[src/rtl/servo_pwm_bank.sv]
// Multi-channel hobby-servo PWM generator with a shared frame counter and frame-aligned width updates.
// Optional macro SERVO_SLEW_EN limits each frame's width change to STEP cycles.
module servo_pwm_bank #(
    parameter int NUM_CH    = 4,
    parameter int CW        = 20,
    parameter int PERIOD    = 1000000,
    parameter int MIN_PW    = 50000,
    parameter int MAX_PW    = 100000,
    parameter int CENTER_PW = 75000,
    parameter int STEP      = 1000,
    localparam int CHW      = (NUM_CH > 1) ? $clog2(NUM_CH) : 1
) (
    input  logic              clk,
    input  logic              rst,
    input  logic              i_wr_valid,
    output logic              o_wr_ready,
    input  logic [CHW-1:0]    i_wr_ch,
    input  logic [CW-1:0]     i_wr_pw,
    output logic              o_wr_err,
    output logic [NUM_CH-1:0] o_pwm_out,
    output logic              o_frame_start,
    output logic [NUM_CH-1:0] o_busy
);

    localparam logic [CW-1:0]  LP_LAST   = CW'(PERIOD - 1);
    localparam logic [CW-1:0]  LP_MIN    = CW'(MIN_PW);
    localparam logic [CW-1:0]  LP_MAX    = CW'(MAX_PW);
    localparam logic [CW-1:0]  LP_CENTER = CW'(CENTER_PW);
    localparam logic [CHW:0]   LP_NCH    = (CHW + 1)'(NUM_CH);
`ifdef SERVO_SLEW_EN
    localparam logic [CW-1:0]  LP_STEP   = CW'(STEP);
`endif

    if (NUM_CH < 1 || NUM_CH > 16) begin : g_bad_num_ch
        $error("servo_pwm_bank: NUM_CH must be in 1..16");
    end
    if (MAX_PW >= PERIOD) begin : g_bad_max_pw
        $error("servo_pwm_bank: MAX_PW must be less than PERIOD");
    end
    if (MIN_PW > CENTER_PW || CENTER_PW > MAX_PW) begin : g_bad_center
        $error("servo_pwm_bank: need MIN_PW <= CENTER_PW <= MAX_PW");
    end
    if (longint'(PERIOD) > (longint'(1) << CW) || STEP < 1) begin : g_bad_width
        $error("servo_pwm_bank: PERIOD must fit in CW bits and STEP must be positive");
    end

    logic [CW-1:0]     r_cnt;
    logic              r_frame_start;
    logic              r_wr_err;
    logic [NUM_CH-1:0] r_pwm;
    logic [NUM_CH-1:0] r_busy;
    logic [NUM_CH-1:0] r_en_tgt;
    logic [NUM_CH-1:0] r_en_act;
    logic [CW-1:0]     r_target [NUM_CH];
    logic [CW-1:0]     r_active [NUM_CH];

    logic              w_accept;
    logic              w_bad_ch;
    logic              w_frame_end;
    logic [CW-1:0]     w_pw_clamped;
    logic [CW-1:0]     w_next_act [NUM_CH];

    assign o_wr_ready    = ~rst;
    assign w_accept      = i_wr_valid && o_wr_ready;
    assign w_bad_ch      = {1'b0, i_wr_ch} >= LP_NCH;
    assign w_frame_end   = (r_cnt == LP_LAST);
    assign w_pw_clamped  = (i_wr_pw < LP_MIN) ? LP_MIN :
                           (i_wr_pw > LP_MAX) ? LP_MAX : i_wr_pw;

    always_comb begin
        for (int i = 0; i < NUM_CH; i++) begin
            w_next_act[i] = r_target[i];
`ifdef SERVO_SLEW_EN
            if (r_target[i] > r_active[i] && (r_target[i] - r_active[i]) > LP_STEP) begin
                w_next_act[i] = r_active[i] + LP_STEP;
            end else if (r_active[i] > r_target[i] && (r_active[i] - r_target[i]) > LP_STEP) begin
                w_next_act[i] = r_active[i] - LP_STEP;
            end
`endif
        end
    end

    // A write landing on the frame-end cycle updates target only; the load below sees the old target.
    always_ff @(posedge clk) begin
        if (rst) begin
            r_cnt         <= '0;
            r_frame_start <= 1'b0;
            r_wr_err      <= 1'b0;
            r_pwm         <= '0;
            r_busy        <= '0;
            r_en_tgt      <= '0;
            r_en_act      <= '0;
            for (int i = 0; i < NUM_CH; i++) begin
                r_target[i] <= LP_CENTER;
                r_active[i] <= LP_CENTER;
            end
        end else begin
            r_cnt         <= w_frame_end ? '0 : r_cnt + CW'(1);
            r_frame_start <= (r_cnt == '0);
            r_wr_err      <= w_accept && w_bad_ch;
            for (int i = 0; i < NUM_CH; i++) begin
                r_pwm[i]  <= r_en_act[i] && (r_cnt < r_active[i]);
                r_busy[i] <= (r_active[i] != r_target[i]) || (r_en_act[i] != r_en_tgt[i]);
                if (w_frame_end) begin
                    r_active[i] <= w_next_act[i];
                    r_en_act[i] <= r_en_tgt[i];
                end
            end
            if (w_accept && !w_bad_ch) begin
                if (i_wr_pw == '0) begin
                    r_en_tgt[i_wr_ch] <= 1'b0;
                end else begin
                    r_en_tgt[i_wr_ch] <= 1'b1;
                    r_target[i_wr_ch] <= w_pw_clamped;
                end
            end
        end
    end

    assign o_wr_err      = r_wr_err;
    assign o_pwm_out     = r_pwm;
    assign o_frame_start = r_frame_start;
    assign o_busy        = r_busy;

endmodule
[config.mk]
export PLATFORM = sky130hd
export DESIGN_NAME = servo_pwm_bank
export DESIGN_NICKNAME = d
export VERILOG_FILES = /design/src/rtl/servo_pwm_bank.sv
export SDC_FILE = /design/constraint.sdc
export NUM_CORES = 1
export LEC_CHECK = 0
export CAP_MARGIN = 20
export CORE_ASPECT_RATIO = 0.75
export CORE_MARGIN = 2
export CORE_UTILIZATION = 55
export CTS_CLUSTER_SIZE = 16
export DETAILED_ROUTE_END_ITERATION = 8
export GPL_TIMING_DRIVEN = 0
export PLACE_DENSITY = 0.83
export RECOVER_POWER = 50
export SLEW_MARGIN = 20
export SYNTH_ARGS = -nofsm -noshare
export SYNTH_HDL_FRONTEND = slang
export SYNTH_SLANG_ARGS = --single-unit
export TNS_END_PERCENT = 5
[constraint.sdc]
create_clock -name clk -period 3.3 [get_ports clk]
set_input_delay 0.99 -clock clk [delete_from_list [all_inputs] [get_ports clk]]
set_output_delay 0.99 -clock clk [all_outputs]
set_load 0.02 [all_outputs]
==> results of run 1 <==
## power breakdown
part	switching, W	internal (W)	total (W)
Combinational	0.000248	0.000174	0.000422
Clock	0.000924	0.00104	0.00197
Sequential	0.000102	0.00281	0.00291
## flip-flops by register name (all words and copies together) (netlist names), named ones only
name / cells
o_pwm_out: 4
r_target: 80
r_cnt: 20
o_frame_start: 1
r_en_act: 4
o_busy: 4
r_active: 80
## critical path, delay by kind of cell
kind	cells	cell delay, ns
and+or+nand+nor	4	2.09
buffers and inverters	1	0.63
## per-stage QoR
stage | total power, W | hold slack, ns | setup slack (ns) | utilization, %
2_1_floorplan | 0.00319 | 0.463 | 0.128 | -
3_5_place_dp | 0.00337 | 0.488 | -1.10 | 60.7
4_1_cts | 0.00530 | 0.497 | 0.00626 | 64.0
3_3_place_gp | 0.00335 | 0.483 | -1.89 | 60.2
6_report | 0.00530 | 0.503 | -0.259 | 64.0
5_1_grt | 0.00546 | 0.505 | -0.214 | 64.0
## worst paths after layout
kind	from	end	slack (ns)	depth (start not counted)
setup / recovery	i_wr_pw[2]	r_target[2][12]	-0.26	5
hold / removal	register	register	0.50	2
setup reg to reg	r_cnt[3]	r_active[1][3]	-0.03	5
hold reg to reg	register	register	0.50	2
## per-layer routing
metal  up-vias  share of wire [%]  wire length, microns  track usage [%]
met1      3772                 43                 12600             44.0
li1       3567                  -                     -                -
met2       463                 42                 12200             44.6
met3        78                 11                  3200             6.83
met5         -                  0                     0                0
met4         0                3.4                   994             10.4
## final cells by class
class | instances | area, sq um | share of cell area, %
Inverter | 89 | 335 | 2.81
Multi-Input combinational cell | 642 | 4650 | 39.0
Timing Repair Buffer | 39 | 395 | 3.31
Tap cell | 247 | 309 | 2.59
Sequential cell | 197 | 5550 | 46.5
Clock buffer | 21 | 440 | 3.69
Clock inverter | 11 | 101 | 0.849
Buffer | 26 | 154 | 1.29
## cells in the final DEF, fill, tap and decap left out, types with 33 or more instances in the layout
| master | n |
|---|---|
| nand3_1 | 45 |
| ha_1 | 78 |
| a21oi_1 | 45 |
| nand2_1 | 39 |
| xnor2_1 | 81 |
| nor2_1 | 33 |
| nand2b_1 | 33 |
| inv_1 | 88 |
| edfxtp_1 | 160 |
| and2_1 | 48 |
## logic make-up (layout without fill, tap and decap cells)
| kind of cell | count (synthesis) | in the layout | share of synthesized area, % |
|---|---|---|---|
| adder cells (fa/ha/maj) | 78 | 78 | 9.25 |
| XOR/XNOR | 98 | 98 | 8.13 |
| other | 1 | 13 | 0.0355 |
| buffers and inverters | 115 | 186 | 4.93 |
| AO/OA/AOI/OAI | 138 | 138 | 8.27 |
| flip-flops | 197 | 197 | 52.6 |
| AND/OR/NAND/NOR | 315 | 315 | 16.8 |
## timing repair
action                     4_1_cts  5_1_grt
setup endpoints to repair      121      127
hold buffers                     0        0
pin swaps                        0        0
buffers inserted                 1        0
resized for setup               21       11
==> impl_metrics.tcl, run 1 <==
set metrics [dict create \
    stdcell_count 1272 \
    synth-async-reset-ratio_pct 0 \
    postSynthAreaPerCell_sq_um 11.2 \
    h-tree-depth 4 \
    drtIter0Drc 883 \
    slowest_stage "or4_1" \
    dp_cells 1239 \
    hp-class "reg2reg" \
    path_cells "dlygate4sd3_1 -> or4_1 -> nor4_2 -> nor3_2 -> nor4_1" \
    synth_most_common_cell "edfxtp_1" \
    clock_skew_ns 0.0126 \
    port_buffers 34 \
    design_area_sq_um 11900 \
    drv_cap 0 \
    synth_cells 942 \
    grt_pass1_wl_microns 44200 \
    peakVddDrop_v 0.000315 \
    yosys.area.top_type "edfxtp_1" \
    cts_made_buffers 17 \
    clock-root-buffer "clkbuf_16" \
    outcome "complete, but fails checks" \
    cts_tree "built" \
    synth_common_cells "160 x edfxtp_1, 89 x inv_1, 81 x xnor2_1, 78 x ha_1, 50 x and2_1" \
    placed_cell_area_sq_um 11300 \
    yosysWarnings 0 \
    synth_edf_count 160 \
    finalWeightedCongestion 0.957 \
    hpwl_microns 20200 \
    startpoint_type "primary input" \
    drv_slew 0 \
    worstMarginPinSlew_ns 1.21 \
    setup_tns_ns -12.25 \
    max_stage_delay_ns 0.68 \
    clkLatencyLatePin_ns 0.44 \
    antenna_found_initial 0 \
    drive_above_1_share_pct 8.10 \
    die_area_sq_um 20300 \
    rsz0062_at_grt "true" \
    fmax_mhz 281 \
    die_h_microns 124 \
    crit_type "in2reg" \
    grt_pass1_vias 7553 \
    avgViaCountPerCell 6.19 \
    finalSetupViolations 150 \
    core_area_sq_um 18700 \
    synth_top_area_share_pct 45.5 \
    firstDrtPassIters 7 \
    ios 36 \
    grt_usage_pct 30.2 \
    synth_area_sq_um 10600 \
    worst_slack_ns -0.259 \
    grt_max_degree 58 \
    finalCriticalPeriod_ns 3.56 \
    netlist-cell-type-count 48 \
    p_leak_nw 4.54 \
    n_antenna_cell 0 \
    cp.required_ns 3.45 \
    critPathCaptureType "register" \
    syn_to_final_growth_pct 13.2 \
    ant_nets 0 \
    hold_violations 0 \
    grt_overflow_total 0 \
    fin_nets 1115 \
    clkTransAtPathRegs_ns 0.07 \
    drc 0 \
    worstPathArrival_ns 3.71 \
    cp_max_fo 10 \
    cts_max_path_buffers 2 \
    yosys-top-cells-area "edfxtp_1 46%, ha_1 9.2%, dfxtp_1 7.0%, xnor2_1 6.7%, inv_1 3.2%" \
    wire_per_inst_microns 22.7 \
    synth.yosys.seq_area_share_pct 52.6 \
    die_x_microns 164 \
    rows 43 \
    nFillCells 1444 \
    slew_headroom_pct 19.4 \
    fin_crit_sh_pct 108 \
    cts.sinks 197 \
    violations "negative setup slack" \
    routed_wl_microns 28900 \
    power_density_nw_per_um2 444 \
    synth_seq_cells 197 \
    start_util_pct 56.5 \
    vias 7880 \
    synth_flop_cell "edfxtp_1" \
]
(Power assumes the default switching activity.)
==> inputs of run 2 (changes only) <==
--- a/config.mk
+++ b/config.mk
@@ -11,8 +11,9 @@
 export CORE_UTILIZATION = 55
 export CTS_CLUSTER_SIZE = 16
 export DETAILED_ROUTE_END_ITERATION = 8
+export DONT_BUFFER_PORTS = 1
 export GPL_TIMING_DRIVEN = 0
-export PLACE_DENSITY = 0.83
+export PLACE_DENSITY = 0.8
 export RECOVER_POWER = 50
 export SLEW_MARGIN = 20
 export SYNTH_ARGS = -nofsm -noshare
==> impl_metrics.tcl, run 2 (synthesis gave the netlist of run 1 again) <==
set metrics [dict create \
    outcome "finished clean" \
    power_density_nw_per_um2 463 \
    core_area_sq_um 18700 \
    nFillCells 1492 \
    finalCriticalPeriod_ns 3.24 \
    multi_input_area_sq_um 4530 \
    hpwl_microns 20300 \
    dp_cells 1205 \
    h-tree-depth 4 \
    firstDrtPassIters 6 \
    cts.sinks 197 \
    clkTransAtPathRegs_ns 0.08 \
    hold_violations 0 \
    fin_nets 1080 \
    die_area_sq_um 20300 \
    grt_overflow_total 0 \
    post_cts_buffers 0 \
    cts_max_path_buffers 2 \
    critPathCaptureType "register" \
    utilization_pct 61.5 \
    routed_wl_microns 28700 \
    clkLatencyLatePin_ns 0.45 \
    rsz0062_at_grt "false" \
    die_x_microns 164 \
    crit_type "reg2reg" \
    wire_per_inst_microns 23.2 \
    vias 7796 \
    layout_common_cells "160 x edfxtp_1, 89 x inv_1, 81 x xnor2_1" \
    drtIter0Drc 1010 \
    clock_skew_ns 0.0125 \
    slew_headroom_pct 10.4 \
    ios 36 \
    p_leak_nw 4.34 \
    rows 43 \
    grt_usage_pct 29.7 \
    layout_commonest_cell "edfxtp_1" \
    startpoint_type "register" \
    grt_pass1_wl_microns 43200 \
    cp_max_fo 10 \
    die_h_microns 124 \
    drc 0 \
    drv_cap 0 \
    hp-class "reg2reg" \
    n_antenna_cell 0 \
    start_util_pct 56.5 \
    fmax_mhz 309 \
    cp.required_ns 3.47 \
    cts_made_buffers 17 \
    drive_above_1_share_pct 6.46 \
    ant_nets 0 \
    fin_crit_sh_pct 98.1 \
    clock-root-buffer "clkbuf_16" \
    peakVddDrop_v 0.000365 \
    worstMarginPinSlew_ns 1.34 \
    grt_pass1_vias 7483 \
    register_area_sq_um 5560 \
    finalSetupViolations 0 \
    antenna_found_initial 1 \
    worstPathArrival_ns 3.40 \
    port_buffers 0 \
    top_regs "r_active x80, r_target x80, r_cnt x20" \
    stdcell_count 1237 \
    cts_tree "built" \
    drv_slew 0 \
    syn_to_final_growth_pct 8.73 \
    holdBufCountCts 0 \
    grt_max_degree 51 \
    avgViaCountPerCell 6.30 \
    finalWeightedCongestion 0.964 \
]
[run 2: changes by cell type in the layout (fill, tap and decap cells not counted), sizes merged]
cell / previous run / this run
inv: 91 / 96
dlygate4sd2: 1 / 0
buf: 15 / 10
clkdlybuf4s50: 21 / 0
bufinv: 1 / 0
dlygate4sd3: 12 / 0
clkinv: 4 / 7
clkinvlp: 4 / 0
clkbuf: 37 / 38
[run 2: power breakdown]
part / internal (W) / switching (W)
logic: 0.000139 / 0.000211
clock network: 0.00101 / 0.00103
registers: 0.00281 / 0.000110
total: 0.00396 / 0.00135
[run 2: worst paths after layout]
| path | cells after the start | endpoint | slack (ns) | from |
|---|---|---|---|---|
| hold / removal | 2 | register | 0.50 | register |
| setup / recovery | 6 | r_active[2][13] | 0.06 | r_cnt[1] |
| hold reg to reg | 2 | register | 0.50 | register |
| setup reg to reg | 6 | r_active[2][13] | 0.06 | r_cnt[1] |
[run 2: final cells by class]
cell class | count | area share [%]
multi-input cells | 642 | 39.5
clock inverters | 14 | 1.24
flip-flops and latches | 197 | 48.4
clock buffers | 18 | 3.74
repair buffers | 4 | 0.393
plain buffers | 26 | 1.12
well taps | 247 | 2.69
inverters | 89 | 2.91
[run 2: repair_timing]
action	CTS	global route
resized for setup	3	8
endpoints found under the hold margin	0	0
endpoints found under the setup margin	50	70
[run 2: critical path: stages, from the launching register on]
cell and delay (ns):
dfxtp_2 0.54, ha_1 0.28, nand3_2 0.23, or4_1 0.64, nor3_2 0.51, clkbuf_1 0.60
nand2b_1 0.14
[run 2: per-stage QoR]
stage                     total power, W  instance area (sq um)  TNS [ns]  setup slack (ns)  hold WS (ns)
final                            0.00531                  11500         0            0.0613         0.503
after global routing             0.00546                  11500         0            0.0434         0.518
after CTS                        0.00531                  11500         0           0.00250         0.495
after detailed placement         0.00332                  11000    -33.48            -0.376         0.485
after global placement           0.00329                  10900   -199.62             -1.28         0.483
after floorplan                  0.00319                  10600         0             0.128         0.463
[run 2: routing by layer]
metal  up-vias  GRT usage, %  share of wire [%]
li1       3496             -                  -
met1      3656          39.5                 40
met2       531          44.8                 43
met3       111          9.16                 12
met4         2          13.5                4.7
met5         -          2.02               0.19
